===== config.mk =====
export PLATFORM = sky130hd
export DESIGN_NAME = next_pc_unit
export DESIGN_NICKNAME = d
export VERILOG_FILES = /design/src/rtl/riscv_pkg.sv /design/src/rtl/branch_cond.sv /design/src/rtl/sat_counter.sv /design/src/rtl/next_pc_unit.sv
export SDC_FILE = /design/constraint.sdc
export NUM_CORES = 1
export LEC_CHECK = 0
export BUFFER_PORTS_ARGS = -buffer_cell sky130_fd_sc_hd__buf_2
export CAP_MARGIN = 20
export CORE_MARGIN = 2
export CORE_UTILIZATION = 40
export DETAILED_ROUTE_END_ITERATION = 16
export SLEW_MARGIN = 20
export SYNTH_ARGS = -nofsm -noshare
export SYNTH_HDL_FRONTEND = slang
export SYNTH_HIERARCHICAL = 1
export SYNTH_SLANG_ARGS = --single-unit
export TNS_END_PERCENT = 50

===== constraint.sdc =====
create_clock -name clock -period 2.8 [get_ports clock]
set_clock_uncertainty 0.2 [all_clocks]
set_input_delay 0.42 -clock clock [delete_from_list [all_inputs] [get_ports clock]]
set_output_delay 0.42 -clock clock [all_outputs]
set_load 0.005 [all_outputs]

===== src/rtl/riscv_pkg.sv =====
// Shared RISC-V definitions: branch funct3 encodings and default datapath width.
package riscv_pkg;

   localparam int DEFAULT_XLEN = 32;

   localparam logic [2:0] F3_BEQ  = 3'b000;
   localparam logic [2:0] F3_BNE  = 3'b001;
   localparam logic [2:0] F3_BLT  = 3'b100;
   localparam logic [2:0] F3_BGE  = 3'b101;
   localparam logic [2:0] F3_BLTU = 3'b110;
   localparam logic [2:0] F3_BGEU = 3'b111;

endpackage


===== src/rtl/branch_cond.sv =====
// Branch condition evaluation: maps funct3 and ALU compare flags to a taken flag.
module branch_cond
   import riscv_pkg::*;
(
   input  logic [2:0] funct3,
   input  logic       zero,
   input  logic       less_signed,
   input  logic       less_unsigned,
   output logic       cond
);

   // Decode the six RV32I branch types; reserved encodings never take.
   always_comb begin
      cond = 1'b0;
      case (funct3)
         F3_BEQ:  cond = zero;
         F3_BNE:  cond = ~zero;
         F3_BLT:  cond = less_signed;
         F3_BGE:  cond = ~less_signed;
         F3_BLTU: cond = less_unsigned;
         F3_BGEU: cond = ~less_unsigned;
         default: cond = 1'b0;
      endcase
   end

endmodule


===== src/rtl/sat_counter.sv =====
// Saturating event counter: counts inc pulses and sticks at all-ones.
module sat_counter #(
   parameter int CNT_WIDTH = 16
) (
   input  logic                 clock,
   input  logic                 reset,
   input  logic                 inc,
   output logic [CNT_WIDTH-1:0] count
);

   logic [CNT_WIDTH-1:0] count_reg;

   // Increment on request unless already saturated.
   always_ff @(posedge clock or posedge reset) begin
      if (reset) begin
         count_reg <= '0;
      end else if (inc && (count_reg != '1)) begin
         count_reg <= count_reg + CNT_WIDTH'(1);
      end
   end

   assign count = count_reg;

endmodule


===== src/rtl/next_pc_unit.sv =====
// Program-counter stage: owns the PC, selects the next PC from branch/jump
// controls, traps misaligned targets and keeps branch statistics.
module next_pc_unit
   import riscv_pkg::*;
#(
   parameter int              XLEN      = DEFAULT_XLEN,
   parameter logic [XLEN-1:0] RESET_PC  = '0,
   parameter logic [XLEN-1:0] TRAP_PC   = XLEN'(32'h0000_0100),
   parameter int              CNT_WIDTH = 16
) (
   input  logic                 clock,
   input  logic                 reset,
   input  logic                 enable,
   input  logic                 branch,
   input  logic                 jump,
   input  logic                 jalr,
   input  logic [2:0]           funct3,
   input  logic                 zero,
   input  logic                 less_signed,
   input  logic                 less_unsigned,
   input  logic [XLEN-1:0]      imm,
   input  logic [XLEN-1:0]      rs1_value,
   output logic [XLEN-1:0]      pc,
   output logic [XLEN-1:0]      pc_plus4,
   output logic                 redirect,
   output logic                 misaligned,
   output logic [CNT_WIDTH-1:0] branch_count,
   output logic [CNT_WIDTH-1:0] taken_count
);

   logic [XLEN-1:0] pc_reg;
   logic [XLEN-1:0] pc_next;
   logic            redirect_reg;
   logic            misaligned_reg;

   logic            cond;
   logic [XLEN-1:0] jalr_sum;
   logic [XLEN-1:0] rel_target;
   logic [XLEN-1:0] target;
   logic            taken;
   logic            trap;

   branch_cond u_branch_cond (
      .funct3        (funct3),
      .zero          (zero),
      .less_signed   (less_signed),
      .less_unsigned (less_unsigned),
      .cond          (cond)
   );

   assign pc_plus4   = pc_reg + XLEN'(4);
   assign jalr_sum   = rs1_value + imm;
   assign rel_target = pc_reg + imm;
   assign taken      = jalr | jump | (branch & cond);

   // Target priority: jalr over jump over taken branch; sequential otherwise.
   // JALR clears bit 0 of the sum; only bit 1 can then cause a trap.
   always_comb begin
      target  = pc_plus4;
      if (jalr) begin
         target = jalr_sum & ~XLEN'(1);
      end else if (jump || (branch && cond)) begin
         target = rel_target;
      end
      trap    = taken & target[1];
      pc_next = trap ? TRAP_PC : target;
   end

   // PC and one-cycle status pulses; a stall holds the PC but drops pulses.
   always_ff @(posedge clock or posedge reset) begin
      if (reset) begin
         pc_reg         <= RESET_PC;
         redirect_reg   <= 1'b0;
         misaligned_reg <= 1'b0;
      end else if (enable) begin
         pc_reg         <= pc_next;
         redirect_reg   <= taken;
         misaligned_reg <= trap;
      end else begin
         redirect_reg   <= 1'b0;
         misaligned_reg <= 1'b0;
      end
   end

   // Branch count includes branches overridden by jump/jalr; taken count does not.
   sat_counter #(.CNT_WIDTH(CNT_WIDTH)) u_branch_cnt (
      .clock (clock),
      .reset (reset),
      .inc   (enable & branch),
      .count (branch_count)
   );

   sat_counter #(.CNT_WIDTH(CNT_WIDTH)) u_taken_cnt (
      .clock (clock),
      .reset (reset),
      .inc   (enable & branch & cond & ~jump & ~jalr),
      .count (taken_count)
   );

   assign pc         = pc_reg;
   assign redirect   = redirect_reg;
   assign misaligned = misaligned_reg;

endmodule

---- Word-level counts from Yosys, hierarchy flattened ----
Cells that the tools add are included.
Widths: inputs -> output; s select.
storage, ports and cells
  register bits ........................... 66
cells by class
  add/subtract/negate cells ............... 5
  equal/unequal tests ..................... 7
  mux-type cells .......................... 6
  bitwise gates (word level) .............. 13
  reductions and logical operators ........ 5
operator list
  operator               number
  $mux 32                3
  $add 32x32->32         2
  $add 16x1->16 const B  2
  $add 32x3->32 const B  1
  $ne 16x16->1 const B   2
  $eq 3x3->1 const B     4
  $and 1x1->1            6
  $pmux 1 s6             1
  $not 1->1              5
  $eq 3x1->1 const B     1
  $logic_and 1x1->1      3
  $logic_not 3->1        1
  $mux 1                 2
  $or 1x1->1             2
  $logic_or 1x1->1       1

---- Depth between registers and ports, before layout ----
Gate-level depths: netlist (run 1).
  depth in word-level cells ............... 8
  mapped depth ............................ 12

---- Cells and area by module ----
The synthesis (run 1) kept the hierarchy.
by module, submodules not included
  module        instances  cells an instance  area each (um2)  seq. area each (um2)
  next_pc_unit  1          747                5549.1           850.8
  sat_counter   2          71                 805.8            400.4
  branch_cond   1          5                  40.0             0.0

---- Worst setup path before layout (run 1) ----
OpenSTA, ideal clock, no wires.
  path type ............................... input-to-reg
  from .................................... input imm[4]
  to ...................................... register pc_reg[29] (netlist: pc[29])
  data arrival time ....................... 2.899 ns
  required time ........................... 2.461 ns
  setup slack ............................. -0.438 ns
  stages on the path ...................... 10
  buffers on the path ..................... 0
  cells stage by stage .................... ha_1 a21o_1 or4_1 nor3_1 o32ai_1 o221ai_2 o21ai_0 o21ai_0 o31ai_1 or4_1
on the way
  cells in the longest elaborated chain, start to end .. 4
  elaborated cells on any way between the ends .. 5
  classes of those cells .................. add/sub: 2; mux: 3
ends and longest elaborated chain
  item                    line                RTL
  start: declaration      next_pc_unit.sv:21  input logic [XLEN-1:0] imm,
  $add 32x32->32          next_pc_unit.sv:53  assign rel_target = pc_reg + imm;
  $mux 32                 next_pc_unit.sv:62  end else if (jump || (branch && cond)) begin
  $mux 32 *               next_pc_unit.sv:60  if (jalr) begin
  $mux 32 *               next_pc_unit.sv:66  pc_next = trap ? TRAP_PC : target;
  end signal: assignment  next_pc_unit.sv:76  pc_reg <= pc_next;
  end: declaration        next_pc_unit.sv:31  logic [XLEN-1:0] pc_reg;
Mark *: on every way between the ends. The rest lies on a longest branch, timed or not.
A chain may end at the register's enable or synchronous reset.

---- Final worst setup path (run 1) ----
  from .................................... register pc_reg[15] (netlist: pc[15])
  to ...................................... register pc_reg[28] (netlist: pc[28])
on the way
  cells in the longest elaborated chain, start to end .. 4
  elaborated cells on any way between the ends .. 5
  classes of those cells .................. add/sub: 2; mux: 3
ends and longest elaborated chain
  item                                                    line
  $add 32x3->32 / $add 32x32->32 (equally long branches)  next_pc_unit.sv:51, next_pc_unit.sv:53
  $mux 32 *                                               next_pc_unit.sv:62
  $mux 32 *                                               next_pc_unit.sv:60
  $mux 32 *                                               next_pc_unit.sv:66
Marks and branches as above.

==> results of run 1 <==
==> through the flow <==
step | total power, mW | cells
after floorplan | 2.90 | 894
after global placement | 4.28 | 1488
after detailed placement | 4.29 | 1488
after CTS | 5.71 | 1527
after global routing | 6.32 | 1540
final | 5.97 | 1540
==> critical path: stages (launching register included) <==
cell	delay, ns
dfrtp_1	0.38
ha_1	0.31
a21oi_1	0.20
o21ai_0	0.15
a221oi_1	0.30
inv_1	0.09
a31oi_2	0.21
a21oi_2	0.11
or4b_4	0.49
a211o_1	0.27
a32o_2	0.27
==> layout by cell type, fill, tap and decap left out, types with 7 or more instances in the layout <==
| cell | n |
|---|---|
| buf_4 | 244 |
| buf_2 | 164 |
| nand2_1 | 74 |
| nor2_1 | 72 |
| dfrtp_1 | 64 |
| xnor2_1 | 57 |
| a21oi_1 | 55 |
| ha_1 | 43 |
| o21ai_0 | 37 |
| inv_1 | 31 |
| nand4_1 | 31 |
| a21o_1 | 29 |
| nand3_1 | 28 |
| ha_4 | 19 |
| buf_6 | 18 |
| xor2_1 | 17 |
| and3_1 | 17 |
| xnor2_2 | 15 |
| nor3_1 | 14 |
| o21a_1 | 13 |
| a21oi_2 | 11 |
| a211oi_1 | 10 |
| mux2i_1 | 10 |
| and4_1 | 10 |
| nand2b_1 | 9 |
| clkbuf_16 | 9 |
| nand2_2 | 7 |
| o211ai_1 | 7 |
| a31oi_1 | 7 |
==> per-layer routing <==
layer  vias to the layer above  part of all wire (%)
li1                       4170                     -
met1                      4087                    42
met2                       378                    48
met3                        59                   7.4
met4                         0                   2.7
met5                         -                     0
==> worst max-delay path by stage <==
| stage | start | endpoint | slack, ns |
|---|---|---|---|
| floorplan | rs1_value[9] | pc[28] | -0.32 |
| global placement | imm[9] | pc[28] | -0.54 |
| detailed placement | imm[1] | pc[28] | -0.68 |
| CTS | pc[2] | pc[28] | -0.25 |
| global route | pc[15] | pc[28] | -0.39 |
| finish | pc[15] | pc[28] | -0.30 |
==> where the power goes <==
| group | leakage [nW] | internal [mW] | switching, mW | total [mW] |
|---|---|---|---|---|
| logic | 4.64 | 1.74 | 1.74 | 3.48 |
| clock network | 0.146 | 0.696 | 0.508 | 1.20 |
| registers | 0.869 | 1.11 | 0.175 | 1.29 |
| total | 5.65 | 3.55 | 2.42 | 5.97 |
==> cell families (layout without fill, tap and decap cells) <==
group,Yosys count,in the layout,synth area share (%)
AND/OR/NAND/NOR,330,330,24.2
AO/OA/AOI/OAI,261,261,24.4
XOR/XNOR,93,93,11.3
adder cells (fa/ha/maj),66,66,11.7
flip-flops,66,66,22.9
buffers and inverters,64,481,3.44
multiplexers,14,14,2.02
==> final cells by class <==
class                   instances  area [sq um]  area share, %
clock inverters                 7          77.6          0.673
repair buffers                432          2950           25.6
flip-flops and latches         66          1650           14.4
multi-input cells             764          6210           53.9
well taps                     229           287           2.49
inverters                      33           124           1.07
clock buffers                   9           225           1.95
==> what timing repair did <==
action / CTS / global route
buffers inserted: 23 / 18
endpoints found under the setup margin: 25 / 38
pin swaps: 32 / 55
endpoints found under the hold margin: 32 / 0
hold buffers: 1 / 0
cloned: 0 / 0
resized for setup: 84 / 77
==> impl_metrics.env, run 1 <==
export IMPL_detailedPlacementHpwl_um=21100
export IMPL_arrival_ns=3.14
export IMPL_crit_fanout=3
export IMPL_number_of_flip_flops_under_the_largest_register_name=32
export IMPL_setup_violations=18
export IMPL_worstReg2RegStart="pc[15]"
export IMPL_buffer_depth_of_the_longest_clock_path=2
export IMPL_antenna_left=0
export IMPL_worst_r2r_path_depth=10
export IMPL_wire_length_of_the_first_global_routing_pass_um=43400
export IMPL_worst_slew_pin_tran_ns=0.633
export IMPL_crit_path_start_kind="flip-flop"
export IMPL_drv_slew=0
export IMPL_count_of_fill_cells_added_during_filler_insertion=1540
export IMPL_vias_in_the_first_global_route=8421
export IMPL_synthMostInstantiatedCell="nand2_1"
export IMPL_synth_cells_most_frequent="81 x nand2_1, 78 x nor2_1, 73 x xnor2_1"
export IMPL_per_cell_routed_wire_length_um=18.1
export IMPL_power_leakage_nw=5.65
export IMPL_numCtsBuffers=9
export IMPL_maxClockFrequency_ghz=0.322
export IMPL_result_of_the_run="finished with violations"
export IMPL_met2_grt_util_pct=47.1
export IMPL_initial_utilization_pct=40.4
export IMPL_vdd_ir_drop_max_v=0.000357
export IMPL_placement_io_buffers=173
export IMPL_final_layout_setup_total_negative_slack_ns=-1.71
export IMPL_clockRootBuffer="clkbuf_16"
export IMPL_die_height_um=138
export IMPL_clk_latency_ns=0.35
export IMPL_synthesis_instances=894
export IMPL_postSynthNetCount=1036
export IMPL_synth_yosys_warnings=6
export IMPL_finalCoreUtilization_pct=64.6
export IMPL_finalHoldViolCount=0
export IMPL_number_of_synthesized_flops_with_an_enable_pin=0
export IMPL_path_clk_slew_ns=0.07
export IMPL_post_dp_cell_area_sq_um=10100
export IMPL_worstHoldEndpoint="u_branch_cnt/count[15]"
export IMPL_postSynth_topFlopCell="dfrtp_1"
export IMPL_detailedRoute_firstIterationViolations=619
export IMPL_n_antenna_cell=0
export IMPL_detailroute_via_count=8694
export IMPL_worstPathRequired_ns=2.84
export IMPL_clock_sinks=66
export IMPL_final_cell_area_excluding_filler_cells_sq_um=11500
export IMPL_synth_seq_area_share_pct=22.9
export IMPL_regToRegEndpoint="pc[28]"
export IMPL_tritoncts="yes"
export IMPL_rsz0062_at_grt="yes"
export IMPL_power_density_nw_per_um2=518
export IMPL_number_of_h_tree_levels=3
export IMPL_ys_async_sr_fraction_pct=100
export IMPL_place_gp_congestion=0.901
export IMPL_groute_usage_overall_pct=27.9
export IMPL_hold_path_cell_count=1
export IMPL_route_detailed_vias_per_inst=5.65
export IMPL_grt_overflow=0
export IMPL_pre_cts_ws_ns=-0.677
export IMPL_ys_top_cells_by_area="dfrtp_1 23%, ha_1 11%, xnor2_1 8.9%, a21oi_1 4.7%, nand2_1 4.2%"
export IMPL_fp_dieArea_sq_um=19100
export IMPL_antenna_found_initial=0
export IMPL_wl_um=27900
export IMPL_failed_checks="negative setup slack"
export IMPL_final_nets=1448
export IMPL_layout_drive_gt1_share_pct=45.0
export IMPL_pin_count=174
export IMPL_worst_setup_path_type="flip-flop to flip-flop"
export IMPL_layout_area_overhead_vs_synth_pct=60.0
export IMPL_placement_rows=49
export IMPL_worst_slack_ns=-0.304
export IMPL_relSlewSlack_pct=57.7
export IMPL_gr_usage_met3_pct=5.65
export IMPL_worst_r2r_setup_slack_ns=-0.30
export IMPL_min_from="u_branch_cnt/count[15]"
export IMPL_yosysUniqueCellTypes=72
export IMPL_dieWidth_um=138
export IMPL_finalWorstPathRequiredPeriod_ns=3.10
export IMPL_area_share_of_the_leading_cell_type_in_the_synthesized_netlist_pct=22.9
export IMPL_grt_met1_usage_pct=36.2
export IMPL_core_area_sq_um=17800
export IMPL_post_route_hold_slack_ns=0.321
export IMPL_globalRoute_busiestLayer="met2"
export IMPL_end_kind="flip-flop"
export IMPL_synth_top_cell_by_area="dfrtp_1"
export IMPL_detailedRoute_firstPassIterationCount=5
export IMPL_drv_cap=0
export IMPL_min_path_type="flip-flop to flip-flop"
export IMPL_synth_ff_latch_count=66
export IMPL_largest_net_degree_at_the_start_of_global_routing=35
export IMPL_mean_post_synth_cell_area_sq_um=8.05
export IMPL_timing_final_crit_share_pct=111
export IMPL_remaining_drc_errors=0
export IMPL_mappedNetlistArea_sq_um=7200
No activity file was read; power rests on OpenSTA's default activity.
==> run 2, diff against run 1 <==
--- a/config.mk
+++ b/config.mk
@@ -10,6 +10,7 @@
 export CORE_MARGIN = 2
 export CORE_UTILIZATION = 40
 export DETAILED_ROUTE_END_ITERATION = 16
+export RECOVER_POWER = 25
 export SLEW_MARGIN = 20
 export SYNTH_ARGS = -nofsm -noshare
 export SYNTH_HDL_FRONTEND = slang
==> run 2 against run 1 <==
Against the previous run:
- the flow still finishes with violations (negative setup slack)
- core utilization is essentially flat
- fmax is essentially flat
- die area stayed put
- worst setup slack got worse by 0.0017 ns
- first-iteration DRC count shrank 1.8%
- register-to-register slack about the same
- global-route usage unchanged
- clock power about the same
- critical path depth stayed put
- largest power group unchanged
- highest routed layer unchanged
==> impl_metrics.env, run 2 (same netlist as run 1, synthesis figures left out) <==
export IMPL_result_of_the_run="finished with violations"
export IMPL_failed_checks="negative setup slack"
export IMPL_worstHoldEndpoint="u_taken_cnt/count[10]"
export IMPL_setup_violations=18
export IMPL_post_route_hold_slack_ns=0.322
export IMPL_crit_fanout=3
export IMPL_place_gp_congestion=0.901
export IMPL_placement_rows=49
export IMPL_arrival_ns=3.14
export IMPL_fp_dieArea_sq_um=19100
export IMPL_buffer_depth_of_the_longest_clock_path=2
export IMPL_final_layout_setup_total_negative_slack_ns=-1.75
export IMPL_placement_io_buffers=173
export IMPL_worst_path_max_delay_cell="or4b_4"
export IMPL_detailedPlacementHpwl_um=21100
export IMPL_vias_in_the_first_global_route=8421
export IMPL_min_path_type="flip-flop to flip-flop"
export IMPL_fin_total_pwr_mw=5.97
export IMPL_wire_length_of_the_first_global_routing_pass_um=43400
export IMPL_finalWorstPathRequiredPeriod_ns=3.11
export IMPL_wl_um=27900
export IMPL_crit_path_cell_trace="ha_1 -> a21oi_1 -> o21ai_0 -> a221oi_1 -> inv_1 -> a31oi_2 -> a21oi_2 -> or4b_4 -> a211o_1 -> a32o_2"
export IMPL_core_area_sq_um=17800
export IMPL_tritoncts="yes"
export IMPL_largest_net_degree_at_the_start_of_global_routing=35
export IMPL_worst_slack_ns=-0.306
export IMPL_crit_start="pc[15]"
export IMPL_worst_path_stages=10
export IMPL_antenna_found_initial=0
export IMPL_die_height_um=138
export IMPL_worstPathRequired_ns=2.83
export IMPL_drv_slew=0
export IMPL_final_cell_mix="243 x buf_4, 161 x buf_2, 74 x nand2_1"
export IMPL_maxClockFrequency_ghz=0.322
export IMPL_groute_usage_overall_pct=27.9
export IMPL_layout_drive_gt1_share_pct=44.8
export IMPL_rsz0062_at_grt="yes"
export IMPL_detailroute_via_count=8675
export IMPL_min_from="u_taken_cnt/count[10]"
export IMPL_power_leakage_nw=5.64
export IMPL_clockRootBuffer="clkbuf_16"
export IMPL_detailedRoute_firstPassIterationCount=5
export IMPL_crit_path_start_kind="flip-flop"
export IMPL_worst_path_largest_cell_delay_ns=0.49
export IMPL_finalHoldViolCount=0
export IMPL_numCtsBuffers=9
export IMPL_cp_num_buf_inv=1
export IMPL_clk_latency_ns=0.35
export IMPL_per_cell_routed_wire_length_um=18.1
export IMPL_antenna_left=0
export IMPL_timing_final_crit_share_pct=111
export IMPL_path_clk_slew_ns=0.07
export IMPL_path_delay_family="compound AO/OA/AOI/OAI gates"
export IMPL_number_of_flip_flops_under_the_largest_register_name=32
export IMPL_worst_r2r_path_depth=10
export IMPL_detailedRoute_firstIterationViolations=608
export IMPL_power_density_nw_per_um2=518
export IMPL_worst_slew_pin_tran_ns=1.11
export IMPL_drv_cap=0
export IMPL_initial_utilization_pct=40.4
export IMPL_relSlewSlack_pct=25.9
export IMPL_worst_r2r_setup_slack_ns=-0.31
export IMPL_clock_sinks=66
export IMPL_most_common_cell_after_layout_fill_and_taps_aside="buf_4"
export IMPL_final_cell_area_excluding_filler_cells_sq_um=11500
export IMPL_remaining_drc_errors=0
export IMPL_end_kind="flip-flop"
export IMPL_dieWidth_um=138
export IMPL_vdd_ir_drop_max_v=0.000357
export IMPL_worst_setup_path_type="flip-flop to flip-flop"
export IMPL_grt_overflow=0
export IMPL_pin_count=174
export IMPL_regToRegEndpoint="pc[28]"
export IMPL_worstReg2RegStart="pc[15]"
export IMPL_n_antenna_cell=0
export IMPL_hold_path_cell_count=1
export IMPL_final_nets=1448
export IMPL_number_of_h_tree_levels=3
export IMPL_post_dp_cell_area_sq_um=10100
export IMPL_layout_area_overhead_vs_synth_pct=59.9
export IMPL_route_detailed_vias_per_inst=5.63
[run 2: metrics by stage]
stage,setup WS [ns],std cells,util [%]
2_1_floorplan,-0.316,894,-
3_3_place_gp,-0.541,1488,56.6
3_5_place_dp,-0.677,1488,56.6
4_1_cts,-0.250,1527,61.7
5_1_grt,-0.394,1540,64.6
6_report,-0.306,1540,64.6
[run 2: worst max path at each step]
stage and endpoint:
6_report pc[28], 3_3_place_gp pc[28], 4_1_cts pc[28], 3_5_place_dp pc[28]
5_1_grt pc[28], 2_1_floorplan pc[28]
[run 2: routing by layer]
metal  global-route usage, %  wire [um]
met1                    36.2      11800
met2                    47.1      13400
met3                    5.65       2000
met4                    8.38        734
met5                       0          0
[run 2: worst register-to-register path, delay by kind of cell (launching register included)]
family	cells	cell delay, ns
AOI/OAI and AO/OA	7	1.51
and+or+nand+nor	1	0.49
DFF	1	0.38
adders and majority gates	1	0.32
buffers and inverters	1	0.09
[run 2: what timing repair did]
item	4_1_cts	5_1_grt
resized for setup	84	77
setup buffers	23	18
endpoints found under the setup margin	25	38
pin swaps	32	55
hold buffers	1	0
endpoints found under the hold margin	32	0
[run 2: cell type report]
type | instances | area (sq um)
Timing Repair Buffer | 432 | 2940
Multi-Input combinational cell | 764 | 6210
Sequential cell | 66 | 1650
Clock inverter | 7 | 77.6
Tap cell | 229 | 287
Inverter | 33 | 124
Clock buffer | 9 | 225
Fill cell | 1540 | 6320
[run 2: power by group]
| group | total [mW] | leakage [nW] | switching [mW] | internal (mW) |
|---|---|---|---|---|
| registers | 1.29 | 0.869 | 0.176 | 1.11 |
| logic | 3.48 | 4.63 | 1.74 | 1.74 |
| clock network | 1.20 | 0.146 | 0.508 | 0.696 |
